$ cat config.mk
export PLATFORM = sky130hd
export DESIGN_NAME = always_for_bit_ops_flat
export DESIGN_NICKNAME = d
export VERILOG_FILES = /design/src/rtl/always_for_pkg.sv /design/src/rtl/always_for_bit_ops_if.sv /design/src/rtl/always_for_stage.sv /design/src/rtl/always_for_bit_ops.sv /design/src/flat_wrapper.sv
export SDC_FILE = /design/constraint.sdc
export NUM_CORES = 1
export LEC_CHECK = 0
export CAP_MARGIN = 15
export CELL_PAD_IN_SITES_DETAIL_PLACEMENT = 1
export CELL_PAD_IN_SITES_GLOBAL_PLACEMENT = 1
export CORE_UTILIZATION = 33
export DETAILED_ROUTE_END_ITERATION = 8
export PLACE_DENSITY = 0.77
export SLEW_MARGIN = 20
export SYNTH_ARGS = -nofsm -noshare
export SYNTH_HDL_FRONTEND = slang
export SYNTH_SLANG_ARGS = --single-unit
$ cat constraint.sdc
create_clock -name sys_clk -period 0.8 [get_ports sys_clk]
set_input_delay 0.16 -clock sys_clk [delete_from_list [all_inputs] [get_ports sys_clk]]
set_output_delay 0.16 -clock sys_clk [all_outputs]
set_load 0.01 [all_outputs]
$ cat src/rtl/always_for_pkg.sv
// Shared constants and loop-based bit helpers for always_for_bit_ops.
// Helpers work on a 64-bit container and take the live width as an argument.
package always_for_pkg;

    localparam int unsigned DEF_DW = 8;
    localparam int unsigned MAX_DW = 64;
    localparam int unsigned MAX_IW = 6;
    localparam int unsigned MAX_CW = 7;

    typedef logic [MAX_DW-1:0] word_t;
    typedef logic [MAX_IW-1:0] idx_t;
    typedef logic [MAX_CW-1:0] cnt_t;

    function automatic word_t f_rev(word_t x, int unsigned dw);
        word_t r;
        r = '0;
        for (int unsigned i = 0; i < MAX_DW; i++) begin
            if (i < dw) r[MAX_IW'(i)] = x[MAX_IW'(dw - 1 - i)];
        end
        return r;
    endfunction

    function automatic cnt_t f_popcnt(word_t x, int unsigned dw);
        cnt_t c;
        c = '0;
        for (int unsigned i = 0; i < MAX_DW; i++) begin
            if (i < dw) c = c + cnt_t'(x[MAX_IW'(i)]);
        end
        return c;
    endfunction

    // Scan downwards so the last hit is the lowest set bit.
    function automatic idx_t f_lsb_idx(word_t x, int unsigned dw);
        idx_t r;
        r = '0;
        for (int i = MAX_DW - 1; i >= 0; i--) begin
            if (i < int'(dw) && x[MAX_IW'(i)]) r = idx_t'(i);
        end
        return r;
    endfunction

    // Scan upwards so the last hit is the highest set bit.
    function automatic idx_t f_msb_idx(word_t x, int unsigned dw);
        idx_t r;
        r = '0;
        for (int i = 0; i < MAX_DW; i++) begin
            if (i < int'(dw) && x[MAX_IW'(i)]) r = idx_t'(i);
        end
        return r;
    endfunction

endpackage

$ cat src/rtl/always_for_bit_ops_if.sv
// Data bundle between the upstream word source and always_for_bit_ops.
interface always_for_bit_ops_if #(
    parameter int unsigned DW = always_for_pkg::DEF_DW
);
    localparam int unsigned IW = $clog2(DW);
    localparam int unsigned CW = $clog2(DW + 1);

    logic [DW-1:0] indata_a;
    logic [DW-1:0] outdata_b;
    logic [CW-1:0] pop_cnt;
    logic          parity;
    logic [IW-1:0] lsb_idx;
    logic [IW-1:0] msb_idx;
    logic          zero;

    modport master (
        output indata_a,
        input  outdata_b, pop_cnt, parity, lsb_idx, msb_idx, zero
    );

    modport slave (
        input  indata_a,
        output outdata_b, pop_cnt, parity, lsb_idx, msb_idx, zero
    );
endinterface

$ cat src/rtl/always_for_stage.sv
// Output register bank, asynchronous active-high reset to zero.
module always_for_stage #(
    parameter int unsigned W = 8
) (
    input  logic         clk_i,
    input  logic         rst_i,
    input  logic [W-1:0] d_i,
    output logic [W-1:0] q_o
);
    logic [W-1:0] q_q;

    always_ff @(posedge clk_i or posedge rst_i) begin
        if (rst_i) q_q <= '0;
        else       q_q <= d_i;
    end

    assign q_o = q_q;
endmodule

$ cat src/rtl/always_for_bit_ops.sv
// Registered bit reverse, popcount, parity, lowest/highest set index and zero flag.
// Define ALWAYS_FOR_PIPE_EN to add a second output register stage (2-cycle latency).
module always_for_bit_ops #(
    parameter int unsigned DW = always_for_pkg::DEF_DW,
    parameter int unsigned IW = $clog2(DW),
    parameter int unsigned CW = $clog2(DW + 1)
) (
    input logic            sys_clk,
    input logic            sys_rst,
    always_for_bit_ops_if.slave bus
);
    import always_for_pkg::*;

    localparam int unsigned RW = DW + CW + 1 + IW + IW + 1;

    word_t         a_ext;
    logic [DW-1:0] rev_d;
    logic [CW-1:0] pop_d;
    logic          par_d;
    logic [IW-1:0] lsb_d;
    logic [IW-1:0] msb_d;
    logic          zero_d;
    logic [RW-1:0] res_d;
    logic [RW-1:0] res_q;

    assign a_ext = word_t'(bus.indata_a);

    always_comb begin
        rev_d = '0;
        rev_d = DW'(f_rev(a_ext, DW));
    end

    always_comb begin
        pop_d = '0;
        pop_d = CW'(f_popcnt(a_ext, DW));
    end

    always_comb begin
        par_d = 1'b0;
        for (int i = 0; i < DW; i++) par_d = par_d ^ bus.indata_a[i];
    end

    always_comb begin
        lsb_d = '0;
        lsb_d = IW'(f_lsb_idx(a_ext, DW));
    end

    always_comb begin
        msb_d = '0;
        msb_d = IW'(f_msb_idx(a_ext, DW));
    end

    always_comb begin
        zero_d = 1'b1;
        for (int i = 0; i < DW; i++) begin
            if (bus.indata_a[i]) zero_d = 1'b0;
        end
    end

    assign res_d = {rev_d, pop_d, par_d, lsb_d, msb_d, zero_d};

`ifdef ALWAYS_FOR_PIPE_EN
    logic [RW-1:0] mid_q;

    always_for_stage #(.W(RW)) u_stage0 (
        .clk_i (sys_clk),
        .rst_i (sys_rst),
        .d_i   (res_d),
        .q_o   (mid_q)
    );

    always_for_stage #(.W(RW)) u_stage1 (
        .clk_i (sys_clk),
        .rst_i (sys_rst),
        .d_i   (mid_q),
        .q_o   (res_q)
    );
`else
    always_for_stage #(.W(RW)) u_stage0 (
        .clk_i (sys_clk),
        .rst_i (sys_rst),
        .d_i   (res_d),
        .q_o   (res_q)
    );
`endif

    assign {bus.outdata_b, bus.pop_cnt, bus.parity, bus.lsb_idx, bus.msb_idx, bus.zero} = res_q;
endmodule

$ cat src/flat_wrapper.sv
// flat-port wrapper written by rule: the top's interface ports become plain ports
module always_for_bit_ops_flat import always_for_pkg::*;
#(
    parameter int unsigned DW = always_for_pkg::DEF_DW,
    parameter int unsigned IW = $clog2(DW),
    parameter int unsigned CW = $clog2(DW + 1)
)
  (sys_clk, sys_rst, bus_indata_a, bus_outdata_b, bus_pop_cnt, bus_parity, bus_lsb_idx, bus_msb_idx, bus_zero);
  always_for_bit_ops_if #(.DW(DW)) bus_i ();
  input logic sys_clk;
  input logic sys_rst;
  input wire logic [$bits(bus_i.indata_a)-1:0] bus_indata_a;
  output wire logic [$bits(bus_i.outdata_b)-1:0] bus_outdata_b;
  output wire logic [$bits(bus_i.pop_cnt)-1:0] bus_pop_cnt;
  output wire logic [$bits(bus_i.parity)-1:0] bus_parity;
  output wire logic [$bits(bus_i.lsb_idx)-1:0] bus_lsb_idx;
  output wire logic [$bits(bus_i.msb_idx)-1:0] bus_msb_idx;
  output wire logic [$bits(bus_i.zero)-1:0] bus_zero;
  assign bus_i.indata_a = bus_indata_a;
  assign bus_outdata_b = bus_i.outdata_b;
  assign bus_pop_cnt = bus_i.pop_cnt;
  assign bus_parity = bus_i.parity;
  assign bus_lsb_idx = bus_i.lsb_idx;
  assign bus_msb_idx = bus_i.msb_idx;
  assign bus_zero = bus_i.zero;
  always_for_bit_ops #(.DW(DW), .IW(IW), .CW(CW)) u_core (.sys_clk(sys_clk), .sys_rst(sys_rst), .bus(bus_i));
endmodule
==> results summary <==
The flow ran to the end, but the final reports show violations. The final reports fail on negative setup slack. By instance count, the leading cell after synthesis is sky130_fd_sc_hd__dfrtp_1. At the pin with the least slew margin, the transition time is 0.256 ns. The portion of the post-synthesis area used by sequential elements is 0.585. The number of global-route vias before repair came to 761. By count the netlist is led by sky130_fd_sc_hd__dfrtp_1, sky130_fd_sc_hd__inv_1, sky130_fd_sc_hd__ha_1, sky130_fd_sc_hd__xnor2_1, sky130_fd_sc_hd__fa_1. The clock drives 20 sinks.

The total overflow left after global routing is 0. The global placer's final weighted congestion came out at 0.734. The post-route clock period utilization is 2.87. The worst vdd rail ir drop came out at 1.36 mV.

The TritonCTS clock tree is done. The area growth from synthesis to layout came out at 66.8%. The hold path depth is 2. The total number of vias came out at 713.

The number of levels in the clock H-tree is 1. Headroom to the max-slew limit came out at 0.827. The total power draw is 0.00264 W.

The half-perimeter wire length after placement is 1720 um. The cell area that synthesis handed to floorplanning was 856 sq um. The post-detailed-route wirelength per cell came out at 17.5 um. The number of antenna cells inserted came out at 0. The power density over the cells came out at 1850 nW/um^2. The combined flip-flop and latch cell area came out at 500 sq um.

The critical path data required time is 1.02 ns. The synthesized design contains 20 register bits. Synthesis produced a netlist whose cell count is 67. The number of standard-cell rows in the floorplan came out at 18. The placed cell area is 1330 sq um.

The post-cts hold buffer count came out at 0. The maximum clock insertion buffer count is 2. The number of nets at the end of the flow came out at 142. The final instance area is 1430 sq um. The number of library cell types mapped by synthesis came out at 18. The DRC violations left came out at 0. The mean post-synth cell area came out at 12.8 sq um.

The vertical die dimension came out at 52.9 um. Setup repair after global routing could not meet its margin everywhere. The fmax is 436 MHz. The synthesized design contains 0 enable-type register cells. Of the cells placed in the final design, the portion with a size suffix greater than 1 is 0.598. The dominant synthesized flop cell is sky130_fd_sc_hd__dfrtp_1. The pin count of the biggest net entering global routing came out at 21. The startpoint type of the worst setup path is an input port. The global-route total usage across every layer is 0.208.

The number of DRC violations after detailed-routing iteration 0 came out at 10. The global-route wire length before repair came out at 3910 um. The final core area utilization is 0.582. The starting density of the core is 0.349. The critical path is of the input port to flip-flop type. The share of synthesized registers carrying an async set or reset is 1.00. The die is 52.9 um wide.

The number of iterations in the first detailed-routing pass came out at 4. The end point of the most critical hold path is u_core.u_stage0.q_o[19]. During synthesis, Yosys emitted a total of 0 warnings.

The worst hold path begins at bus_indata_a[0]. The worst setup path is captured at a flip-flop. The share of synthesized area in the top cell type comes to 0.585. The setup slack after placement came out at -2.33 ns. Once routing completed, OpenROAD measured the worst setup slack at -1.50 ns. Summing all multi-input logic gate instances after layout gives 387 sq um. The cell sitting at the root of the clock tree is a sky130_fd_sc_hd__clkbuf_4.

In this run the remaining antenna-violating nets after routing total 0. Yosys attributes the largest share of cell area to sky130_fd_sc_hd__dfrtp_1, sky130_fd_sc_hd__fa_1, sky130_fd_sc_hd__ha_1. The area of the core is 2450 sq um. The via-per-instance ratio is 4.69. The number of max-cap violations is 0. Wires add up to 2660 um. The final-layout fill cell count is 255. The critical path data arrival time came out at 2.51 ns. The TritonCTS buffer count came out at 3. The number of slew-limit violations in the final report is 0. Of all cell types, the one taking the most synthesized area is sky130_fd_sc_hd__dfrtp_1.

The register with the most flip-flops in the layout has 20 of them. The total count of hold-check failures in the final report came out at 0. The number of primary I/O pins is 30. The total nets after synthesis came out at 86.

The highest fanout seen on the critical path is 2. The register clock-pin slew on the reported worst setup and hold paths came out at 0.11 ns. The die covers 2800 sq um. The total setup violations reported at the end of the flow is 25. The initial antenna violation count came to 0. The leakage power summed over all cells came out at 0.715 nW.

The shortest clock period the worst path allows after layout is 2.30 ns. The path class of the tightest hold or removal check is input port to flip-flop. The count of input and output buffers came out at 29.
==> worst max-delay path by stage <==
stage	startpoint	to
2_1_floorplan	bus_indata_a[1]	u_core.u_stage0.q_o[10]
3_3_place_gp	bus_indata_a[1]	u_core.u_stage0.q_o[9]
3_5_place_dp	bus_indata_a[1]	u_core.u_stage0.q_o[9]
4_1_cts	bus_indata_a[1]	u_core.u_stage0.q_o[9]
5_1_grt	bus_indata_a[1]	u_core.u_stage0.q_o[9]
6_report	bus_indata_a[1]	u_core.u_stage0.q_o[9]
==> power breakdown <==
part	switching (W)	internal [W]
Sequential	0.0000340	0.00113
Combinational	0.000444	0.000446
Clock	0.000306	0.000278
Total	0.000784	0.00185
==> worst max-delay path: stages <==
cell and delay (ns):
sky130_fd_sc_hd__buf_12 0.09, sky130_fd_sc_hd__inv_12 0.03, sky130_fd_sc_hd__ha_4 0.26, sky130_fd_sc_hd__inv_2 0.04
sky130_fd_sc_hd__fa_1 0.52, sky130_fd_sc_hd__fa_1 0.46, sky130_fd_sc_hd__fa_2 0.38, sky130_fd_sc_hd__fa_2 0.54
sky130_fd_sc_hd__inv_2 0.03
==> logic make-up (layout without fill, tap and decap cells) <==
| logic type | after synthesis | in the layout | share of synthesized area |
|---|---|---|---|
| AOI/OAI and AO/OA | 10 | 10 | 0.0716 |
| xor gates and xnor gates | 6 | 6 | 0.0614 |
| adders and majority gates | 9 | 9 | 0.167 |
| buffers and inverters | 16 | 71 | 0.0702 |
| DFF | 20 | 20 | 0.585 |
| and+or+nand+nor | 6 | 6 | 0.0453 |
==> placed cells by master (no fill, tap or decap), types with 2 or more instances in the layout <==
cell / count
sky130_fd_sc_hd__buf_2: 22
sky130_fd_sc_hd__dfrtp_1: 20
sky130_fd_sc_hd__buf_4: 14
sky130_fd_sc_hd__inv_1: 9
sky130_fd_sc_hd__buf_6: 8
sky130_fd_sc_hd__inv_2: 5
sky130_fd_sc_hd__xnor2_2: 3
sky130_fd_sc_hd__a21oi_1: 3
sky130_fd_sc_hd__o21ai_0: 3
sky130_fd_sc_hd__ha_1: 3
sky130_fd_sc_hd__clkbuf_4: 3
sky130_fd_sc_hd__xnor2_1: 2
sky130_fd_sc_hd__fa_1: 2
sky130_fd_sc_hd__fa_2: 2
sky130_fd_sc_hd__ha_4: 2
sky130_fd_sc_hd__buf_12: 2
sky130_fd_sc_hd__clkdlybuf4s15_2: 2
==> cell type report <==
type	count	share of cell area
sequential	20	0.351
timing repair buffer	51	0.274
tap	30	0.0263
multi-input combinational	31	0.271
inverter	16	0.0526
clock buffer	4	0.0254
==> per-stage QoR <==
step,std cells,setup TNS [ns],hold slack (ns)
after CTS,150,-9.47,0.0937
after detailed placement,140,-18.72,0.508
after global placement,140,-17.90,0.487
after global routing,152,-9.89,0.0869
after floorplan,67,-5.77,0.124
final,152,-9.05,0.101
==> per-layer routing <==
layer,wire [um],up-vias,global-route usage
met5,0,-,0
met4,104,0,0.118
met3,125,8,0.0259
met2,1490,28,0.367
met1,944,361,0.239
li1,-,316,-
==> timing repair <==
| action | CTS | global route |
|---|---|---|
| buffers inserted | 6 | 4 |
| setup endpoints to repair | 32 | 29 |
| pin swaps | 9 | 10 |
| hold endpoints to repair | 0 | 0 |
| resized for setup | 128 | 9 |
No activity file was read; power rests on OpenSTA's default activity.
